`src/rtl/console_rxfifo_pkg.sv`:
```
// Shared constants and types for the console receive FIFO: the simpleuart
// "no data" marker, the drain FSM encoding and the default buffer depth.
package console_rxfifo_pkg;

  localparam logic [31:0] UART_NODATA   = 32'hFFFF_FFFF;
  localparam int          DEFAULT_DEPTH = 16;

  typedef enum logic {
    IDLE = 1'b0,
    ACK  = 1'b1
  } drain_state_e;

  // A simpleuart data word carries a byte whenever it differs from the marker.
  function automatic logic uart_has_byte(input logic [31:0] dat);
    return dat != UART_NODATA;
  endfunction

endpackage

```
`src/rtl/console_rxfifo_mem.sv`:
```
// DEPTH x 8 register array: synchronous write, asynchronous read so the head
// byte is visible to the CPU in the same cycle it samples rd_data.
module console_rxfifo_mem #(
  parameter int DEPTH = console_rxfifo_pkg::DEFAULT_DEPTH,
  parameter int AW    = $clog2(DEPTH)
) (
  input  logic          clk,
  input  logic          we,
  input  logic [AW-1:0] waddr,
  input  logic [7:0]    wdata,
  input  logic [AW-1:0] raddr,
  output logic [7:0]    rdata
);

  logic [7:0] mem_q [DEPTH];

  // NOTE: the array has no reset; occupancy is tracked by the pointers, so
  // stale entries are never presented and resetting them would only cost logic.
  always_ff @(posedge clk) begin
    if (we) begin
      mem_q[waddr] <= wdata;
    end
  end

  assign rdata = mem_q[raddr];

endmodule

```
`src/rtl/console_rxfifo.sv`:
```
// Console receive buffer: drains simpleuart bytes into a small FIFO as soon
// as they are valid and offers the CPU a non-blocking head-of-queue read port.
module console_rxfifo
  import console_rxfifo_pkg::*;
#(
  parameter int DEPTH = DEFAULT_DEPTH,
  parameter int AW    = $clog2(DEPTH)
) (
  input  logic        clk,
  input  logic        resetn,
  input  logic [31:0] uart_dat_do,
  output logic        uart_dat_re,
  input  logic        rd_re,
  output logic [31:0] rd_data,
  output logic        rd_valid,
  output logic [AW:0] count,
  output logic        overflow,
  input  logic        overflow_clr
);

  localparam logic [AW:0] FULL_COUNT = (AW + 1)'(DEPTH);

  drain_state_e  state_q, state_d;
  logic [AW-1:0] wp_q, wp_d;
  logic [AW-1:0] rp_q, rp_d;
  logic [AW:0]   count_q, count_d;
  logic          overflow_q, overflow_d;
  logic          ack_q, ack_d;

  logic          offer;
  logic          push;
  logic          drop;
  logic          pop;
  logic [7:0]    head_byte;

  // NOTE: every signal driven here gets a default first, so no path through
  // the block can leave one unassigned and infer a latch.
  always_comb begin
    state_d    = state_q;
    wp_d       = wp_q;
    rp_d       = rp_q;
    count_d    = count_q;
    overflow_d = overflow_q;
    ack_d      = 1'b0;

    // The fullness test uses the pre-pop count, so a push at DEPTH is dropped
    // even when the CPU pops in the same cycle.
    offer = (state_q == IDLE) && uart_has_byte(uart_dat_do);
    push  = offer && (count_q != FULL_COUNT);
    drop  = offer && (count_q == FULL_COUNT);
    pop   = rd_re && (count_q != '0);

    unique case (state_q)
      IDLE: begin
        if (offer) begin
          ack_d   = 1'b1;
          state_d = ACK;
        end
      end
      ACK: begin
        state_d = IDLE;
      end
      default: begin
        state_d = IDLE;
      end
    endcase

    if (push) begin
      wp_d = wp_q + 1'b1;
    end
    if (pop) begin
      rp_d = rp_q + 1'b1;
    end

    unique case ({push, pop})
      2'b10:   count_d = count_q + 1'b1;
      2'b01:   count_d = count_q - 1'b1;
      default: count_d = count_q;
    endcase

    if (drop) begin
      overflow_d = 1'b1;
    end else if (overflow_clr) begin
      overflow_d = 1'b0;
    end
  end

  // NOTE: state registers use non-blocking assignments so every flop samples
  // the values from before this edge, independent of statement order.
  always_ff @(posedge clk) begin
    if (!resetn) begin
      state_q    <= IDLE;
      wp_q       <= '0;
      rp_q       <= '0;
      count_q    <= '0;
      overflow_q <= 1'b0;
      ack_q      <= 1'b0;
    end else begin
      state_q    <= state_d;
      wp_q       <= wp_d;
      rp_q       <= rp_d;
      count_q    <= count_d;
      overflow_q <= overflow_d;
      ack_q      <= ack_d;
    end
  end

  console_rxfifo_mem #(
    .DEPTH (DEPTH),
    .AW    (AW)
  ) u_mem (
    .clk   (clk),
    .we    (push),
    .waddr (wp_q),
    .wdata (uart_dat_do[7:0]),
    .raddr (rp_q),
    .rdata (head_byte)
  );

  assign uart_dat_re = ack_q;
  assign rd_valid    = (count_q != '0);
  assign rd_data     = rd_valid ? {24'h0, head_byte} : 32'h0;
  assign count       = count_q;
  assign overflow    = overflow_q;

endmodule

```
`config.mk`:
```
export PLATFORM = sky130hd
export DESIGN_NAME = console_rxfifo
export DESIGN_NICKNAME = d
export VERILOG_FILES = /design/src/rtl/console_rxfifo_pkg.sv /design/src/rtl/console_rxfifo_mem.sv /design/src/rtl/console_rxfifo.sv
export SDC_FILE = /design/constraint.sdc
export NUM_CORES = 1
export LEC_CHECK = 0
export CAP_MARGIN = 20
export CORE_MARGIN = 4
export CORE_UTILIZATION = 55
export DETAILED_ROUTE_END_ITERATION = 6
export GPL_ROUTABILITY_DRIVEN = 0
export GPL_TIMING_DRIVEN = 0
export PLACE_DENSITY_LB_ADDON = 0.2
export SETUP_SLACK_MARGIN = 0.5
export SYNTH_ARGS = -nofsm -noshare
export SYNTH_HDL_FRONTEND = slang
export SYNTH_HIERARCHICAL = 1
export SYNTH_SLANG_ARGS = --single-unit
```
`constraint.sdc`:
```
create_clock -name clk -period 3.8 [get_ports clk]
set_input_delay 0.76 -clock clk [delete_from_list [all_inputs] [get_ports clk]]
set_output_delay 0.76 -clock clk [all_outputs]
set_load 0.01 [all_outputs]
```
# Word level (Yosys, flattened, before mapping)

Memories as Yosys holds them, arrays and structs flattened. A register that Yosys moved wholly into a read port is not among the register bits.
Cells that the tools add are included.
W data, S select, Z words.

Bits in registers: 16
Latch bits: 0
Memory bits (writable): 128
Bits in read-only memories: 0
Input port bits: 36
Output and inout bits: 40
Memories kept: 1

Memory list:

| memory      | depth | width | rd ports | clocked after Yosys merged registers in | wr ports | line                     | RTL |
|---|---|---|---|---|---|---|---|
| u_mem.mem_q | 16    | 8     | 1        | 1                                       | 1        | console_rxfifo_mem.sv:15 | `logic [7:0] mem_q [DEPTH];` |

Add/sub/neg operators: 4
Multiply operators: 0
Div/mod/pow operators: 0
$lt $le $gt $ge: 0
Equal/unequal tests: 5
Shift-type cells: 0
Multiplexer cells: 10
Bitwise gates (word level): 2
Reduce and logical (&&, ||, !) cells: 8

Operators by type and width:

| kind                   | count |
|---|---|
| $ne A32 B32 Y1 const B | 1 |
| $pmux W5 S2            | 1 |
| $add A4 B1 Y4 const B  | 2 |
| $mux W4                | 2 |
| $mux W8                | 1 |
| $add A5 B1 Y5 const B  | 1 |
| $eq A5 B5 Y1 const B   | 1 |
| $mux W1                | 5 |
| $ne A5 B5 Y1 const B   | 1 |
| $reduce_bool A5 Y1     | 1 |
| $sub A5 B1 Y5 const B  | 1 |
| $logic_and A1 B1 Y1    | 4 |
| $reduce_bool A2 Y1     | 2 |
| $eq A2 B1 Y1 const B   | 1 |
| $eq A2 B2 Y1 const B   | 1 |
| $not A1 Y1             | 2 |
| $pmux W1 S2            | 1 |
| $reduce_or A2 Y1       | 1 |

# Longest topological paths before layout

Depth in word-level cells: 5
Mapped depth: 11

# Hierarchy

Netlist, hierarchy kept.

By module, submodules not included:

| module             | instances | cells each | area an instance (um^2) |
|---|---|---|---|
| console_rxfifo_mem | 1         | 221        | 4987.3 |
| console_rxfifo     | 1         | 123        | 1118.6 |

# Least setup slack after synthesis

No wires, ideal clock.

Path kind: input-to-reg
Start: input port uart_dat_do[19]
End: register count_q[4], in the netlist count[4]
Setup time: 0.076 ns
Arrival time: 2.827 ns
Required time: 3.724 ns
Slack: 0.897 ns
Cell stages on the path: 11
Buffers on the path: 0
Path through: nand4_1 > nor4_4 > a21oi_4 > inv_1 > ha_1 > ha_1 > a21o_1 > a21oi_1 > xor2_1 > or3_1 > a21boi_0

Cells in the longest elaborated chain, start to end: 5
Elaborated cells on any way between the ends: 7
Those cells by class: eq/ne (3); mux (1); reduce/logical (3)

Ends and longest elaborated chain:

| element                                           | line                     | RTL |
|---|---|---|
| start: declaration                                | console_rxfifo.sv:11     | `input logic [31:0] uart_dat_do,` |
| $ne A32 B32 Y1 *                                  | console_rxfifo_pkg.sv:15 | `return dat != UART_NODATA;` |
| $logic_and A1 B1 Y1 *                             | console_rxfifo.sv:48     | `offer = (state_q == IDLE) && uart_has_byte(uart_dat_do);` |
| $logic_and A1 B1 Y1 *                             | console_rxfifo.sv:49     | `push = offer && (count_q != FULL_COUNT);` |
| net push                                          | console_rxfifo.sv:31     | `logic push;` |
| $eq A2 B1 Y1 or $eq A2 B2 Y1 (tied branches)      | console_rxfifo.sv:75     | `unique case ({push, pop})` |
| $pmux W5 S2 or $reduce_bool A2 Y1 (tied branches) | --                       |  |
| end signal: assignment                            | console_rxfifo.sv:102    | `count_q <= count_d;` |
| end: declaration                                  | console_rxfifo.sv:26     | `logic [AW:0] count_q, count_d;` |

Mark *: on every way through the listed nets, which the timed path passes. The rest lies on a longest branch.
A chain may end at the register's enable or synchronous reset.

==> impl_metrics.yaml <==
run_status:
  status: "complete, no violations"
sta:
  skew_ns: 0.00922
  whs_ns: 0.477
  setup_viol: 0
  layout_setup_ws_ns: 0.586
  slew_headroom_pct: 37.6
  clock.fmax_mhz: 311
  rsz0062_at_grt: "yes"
  period_needed_ns: 3.21
  post-route-period-util_pct: 84.6
  tightest_slew_ns: 0.933
  slew_violations: 0
  hold_viol_final: 0
setup_path:
  cp_max_fo: 6
  worstSetupStartpointType: "register"
  worstSetupPathType: "register to output port"
  end_kind: "output port"
  cp.required_ns: 3.04
  crit_arrival_ns: 2.45
  r2r_slack_ns: 0.98
place:
  dp_slack_ns: -0.415
  portBuffers: 50
  post-place-cells: 561
  dp_hpwl_um: 8560
pwr:
  p_leak_nw: 2.79
  internal-power_mw: 3.56
  seq_power_share_pct: 39.2
  p_clk_share_pct: 35.9
  power_density_mw_per_mm2: 621
  p_comb_share_pct: 24.9
  switchingPower_mw: 1.24
  ir_drop_mv: 0.368
  swShare_pct: 25.8
global_route:
  grt_pass1_vias: 3393
  grt.overflow.total: 0
  grt_max_degree: 18
  grt_usage_pct: 22.2
  grt_pass1_wl_um: 20300
  grt_antenna_before_repair: 0
synth:
  yosysWarningCount: 6
  synth-seq-cells: 143
  netlist_area_mm2: 0.00611
  ys_seq_area_share_pct: 67.9
  avgSynthCellArea_um2: 17.7
  synth.distinct_cells: 38
  synthCells: 344
routing:
  num_vias: 3431
  drtAntennaViolNets: 0
  firstDrtPassIters: 5
  drtIter0Drc: 309
  drt-total-wl_um: 13600
  drt-vias-per-instance: 5.64
  wl_per_cell_um: 22.4
  drc: 0
cells_and_area:
  antenna_cells: 0
  drive_gt1_share_pct: 30.6
  final_cells: 608
  syn_to_final_growth_pct: 26.5
  num-nets-final: 498
clocking:
  max-clock-path-buffers: 2
  clk_latency_ns: 0.51
  clockRootBuffer: "clkbuf_8"
  numClockSinks: 143
  cts_tree: "built"
  numCtsBuffers: 17
  htreeDepth: 4
  cts_hold_repair.buffers: 0
  path_clk_slew_ns: 0.06
hold_path:
  hold_class: "register to register"
floorplanning:
  pin_count: 76
  start_util_pct: 56.3
  dieArea_mm2: 0.0129
  die_w_um: 113
  die_h_um: 113
  core_area_mm2: 0.0108
  rows: 38
run:
  cap_violations: 0
[timing repair]
action,CTS,global route
cloned,1,1
setup buffers,5,8
pin swaps,3,5
endpoints found under the setup margin,18,7
resized for setup,58,20
[state kept, by name, summed over array words and instances (netlist names)]
name / cells
count: 5
overflow: 1
rp_q: 4
state_q: 1
u_mem/mem_q: 128
wp_q: 4
[power by group through the flow]
| stage | sequential [mW] | combinational [mW] | clock [mW] |
|---|---|---|---|
| 6_report | 1.88 | 1.20 | 1.72 |
| 5_1_grt | 1.89 | 1.28 | 1.81 |
| 4_1_cts | 1.88 | 1.13 | 1.73 |
| 3_5_place_dp | 1.91 | 1.05 | 0 |
| 3_3_place_gp | 1.90 | 1.03 | 0 |
| 2_1_floorplan | 1.90 | 0.628 | 0 |
[Yosys cell counts]
cell type          n  area (um^2)
edfxtp_1         128         3840
buf_4             25          188
mux4_2            18          405
nand2_1           18         67.6
a22oi_1           16          120
and2_1            16          100
dfxtp_1           15          300
mux4_1            14          368
nor2_1            13         48.8
nand4_1           10         62.6
ha_1               6         75.1
xor2_1             5         43.8
mux2i_1            4         40.0
nand2b_1           4         25.0
nor2b_1            4         25.0
nor3_1             4         20.0
o21ai_0            4         20.0
a21oi_1            3         15.0
buf_2              3         15.0
buf_6              3         33.8
clkbuf_1           3         11.3
clkdlybuf4s25_2    3         30.0
nand3b_1           3         22.5
nor4_4             3         63.8
xnor2_1            3         26.3
a21o_1             2         15.0
inv_1              2         7.51
nand3_1            2         10.0
a21boi_0           1         7.51
a21boi_2           1         11.3
a21o_2             1         8.76
a21oi_4            1         16.3
and2b_1            1         7.51
conb_1             1         3.75
fa_1               1         20.0
nand4_2            1         12.5
or3_1              1         6.26
or3b_2             1         8.76
[cells in the final DEF (no fill, tap or decap), types with 4 or more instances in the layout]
cell	synthesis	layout
nand2b_1	4	4
nor2b_1	4	4
o21ai_0	4	4
mux4_2	18	28
dfxtp_1	15	13
bufinv_16	0	5
clkinv_1	0	4
buf_4	25	41
a22oi_2	0	14
buf_2	3	4
xor2_1	5	5
dlygate4sd2_1	0	4
nand4_1	10	10
ha_1	6	6
clkdlybuf4s15_2	0	4
clkdlybuf4s50_1	0	34
edfxtp_1	128	128
conb_1	1	24
clkbuf_2	0	4
mux2i_1	4	4
nor2_1	13	12
buf_12	0	4
mux4_1	14	4
clkbuf_16	0	17
clkbuf_1	3	4
and2_1	16	15
nor3_1	4	4
nand2_1	18	18
[cells by family after synthesis]
family	count (synthesis)	share of synthesized area [%]
flops	143	67.9
buf+inv	39	4.67
xor+xnor	8	1.15
compound gates	29	3.50
fa+ha+maj	7	1.56
mux	36	13.3
simple gates	81	7.87
other cells	1	0.0614
[through the flow]
step                      util [%]  TNS [ns]  power, mW  cell area [um^2]
final                         71.2         0       4.80              7720
after global routing          71.2         0       4.98              7720
after CTS                     70.2         0       4.74              7610
after detailed placement      63.6     -1.23       2.95              6890
after global placement        63.4     -6.01       2.93              6870
after floorplan                  -         0       2.53              6190
[critical path, cell delays in order (launching register included)]
cell	delay (ns)
dfxtp_4	0.36
buf_12	0.15
buf_16	0.13
mux4_1	0.60
a22oi_2	0.14
nand2_1	0.09
and2_1	0.18
dlygate4sd2_1	0.29
[worst paths after layout]
| path | startpoint | endpoint | cells after the start |
|---|---|---|---|
| setup / recovery | rp_q[0] | rd_data[3] | 7 |
| hold / removal | overflow | overflow | 2 |
| setup reg to reg | count[0] | count[4] | 11 |
| hold reg to reg | overflow | overflow | 2 |
[cell type report]
cell class	count	area [um^2]
clock inverter	14	196
timing repair buffer	69	653
sequential	143	4150
fill	716	3120
tap	140	175
multi-input combinational	185	1800
clock buffer	18	418
inverter	2	7.51
buffer	37	324
[layer usage]
| metal | track usage, % | vias up | wire length, um |
|---|---|---|---|
| li1 | - | 1539 | - |
| met1 | 30.5 | 1737 | 5820 |
| met2 | 35.9 | 140 | 6830 |
| met3 | 6.15 | 15 | 860 |
| met4 | 5.05 | 0 | 133 |
| met5 | 0 | - | 0 |
Power figures use the tool's default switching activity.
==> RTL change (same settings) <==
`wp_q` and `rp_q` no longer have a reset.
--- a/src/rtl/console_rxfifo.sv
+++ b/src/rtl/console_rxfifo.sv
@@ -90,19 +90,20 @@
   always_ff @(posedge clk) begin
     if (!resetn) begin
       state_q    <= IDLE;
-      wp_q       <= '0;
-      rp_q       <= '0;
       count_q    <= '0;
       overflow_q <= 1'b0;
       ack_q      <= 1'b0;
     end else begin
       state_q    <= state_d;
-      wp_q       <= wp_d;
-      rp_q       <= rp_d;
       count_q    <= count_d;
       overflow_q <= overflow_d;
       ack_q      <= ack_d;
     end
+  end
+
+  always_ff @(posedge clk) begin
+    wp_q <= wp_d;
+    rp_q <= rp_d;
   end
 
   console_rxfifo_mem #(
Check against the original RTL: not equivalent (a bounded check fails within 4 cycles, from zero or initial values and one cycle with resetn low).
==> RTL change against the unedited design <==
Total power grew 15%; sequential cell count did not move; via count decreased by 4.4%; final area decreased by 2.0%; largest cell class unchanged; worst setup slack lost 0.055 ns; wire length fell by 9.7%; area after synthesis fell by 0.86%; core utilization decreased by 1.1 points; critical path type unchanged.
==> RTL change: results (changes against the unedited design) <==
| Metric | Value |
|---|---|
| Top area cells in the synthesized netlist | sky130_fd_sc_hd__edfxtp_1, sky130_fd_sc_hd__mux4_2, sky130_fd_sc_hd__mux4_1 (unchanged) |
| Largest fanout of any net on the critical path | 10 (was 6) |
| Xor and xnor area share after synthesis | 0.868% (was 1.15%) |
| Finished Layout Cells | 589 (was 608) |
| Post-placement cell count | 550 (was 561) |
| Top cell types by occurrence after synthesis | sky130_fd_sc_hd__edfxtp_1, sky130_fd_sc_hd__buf_4, sky130_fd_sc_hd__mux4_2 (was sky130_fd_sc_hd__edfxtp_1, sky130_fd_sc_hd__buf_4, sky130_fd_sc_hd__mux4_2, sky130_fd_sc_hd__nand2_1) |
| Run status | finished, final reports clean (unchanged) |
| Arrival time of the worst setup path | 2.51 ns (was 2.45 ns) |
| R2R depth | 10 (was 11) |
| Proportion of synthesized area in mux cells | 13.1% (was 13.3%) |
| Worst slew margin relative to its limit | 45.0% (was 37.6%) |
| Number of distinct library cell variants in the gate-level netlist after synthesis | 37 (was 38) |
| Resize count post-CTS | 37 (was 58) |
| Max incr delay on CP | 0.54 ns (was 0.60 ns) |
| Vias in the first global route | 3426 (was 3393) |
| Slowest-stage cell, CP | sky130_fd_sc_hd__mux4_2 (was sky130_fd_sc_hd__mux4_1) |
| Met2 Resource Use GR | 33.7% (was 35.9%) |
| Family of cells with the greatest summed delay on the critical path | buffers and inverters (was multiplexers) |
| Worst hold endpoint | count[4] (was overflow) |
| Number of setup buffers added after CTS | 3 (was 5) |
| Internal reg-to-reg setup slack | 0.91 ns (was 0.98 ns) |
| Met1 Usage GRT | 26.0% (was 30.5%) |
| Sequential share of the synthesized area | 69.8% (was 67.9%) |
| IR drop worst, VDD | 0.446 mV (was 0.368 mV) |
| Overall Power | 5.51 mW (was 4.80 mW) |
| Routed length on met3 | 1.00 mm (was 860 um) |
| DPL Wire Length | 7.92 mm (was 8.56 mm) |
| Endpoint of the worst register-to-register path | count[3] (was count[4]) |
| Post-DR wirelength/cell | 20.9 um (was 22.4 um) |
| Pre-CTS setup slack | -0.594 ns (was -0.415 ns) |
| Critical path destination | rd_data[0] (was rd_data[3]) |
| Placement Cell Area | 0.00685 mm^2 (was 0.00689 mm^2) |
| Wire length of the first global-routing pass | 18.6 mm (was 20.3 mm) |
| Final worst hold slack | 0.534 ns (was 0.477 ns) |
| DR pass1 iterations | 4 (was 5) |
[RTL change: cell types whose count changed after synthesis, moves of 3 or more]
cell and delta:
sky130_fd_sc_hd__nand2_1 -4, sky130_fd_sc_hd__dfxtp_1 -8, sky130_fd_sc_hd__edfxtp_1 +8, sky130_fd_sc_hd__nor4_4 -3, sky130_fd_sc_hd__and2_1 -11, sky130_fd_sc_hd__nor4_1 +3
sky130_fd_sc_hd__o21ai_0 -3, sky130_fd_sc_hd__xor2_1 -3, sky130_fd_sc_hd__nand3_1 +4, sky130_fd_sc_hd__clkbuf_1 -3, sky130_fd_sc_hd__nor2b_1 +8
[RTL change: layout make-up]
type	count	area, um^2	area share [%]
inverters	4	15.0	0.198
repair buffers	62	588	7.77
multi-input cells	171	1660	21.9
clock buffers	28	536	7.07
clock inverters	4	47.5	0.628
plain buffers	37	328	4.33
well taps	140	175	2.31
flip-flops and latches	143	4220	55.8
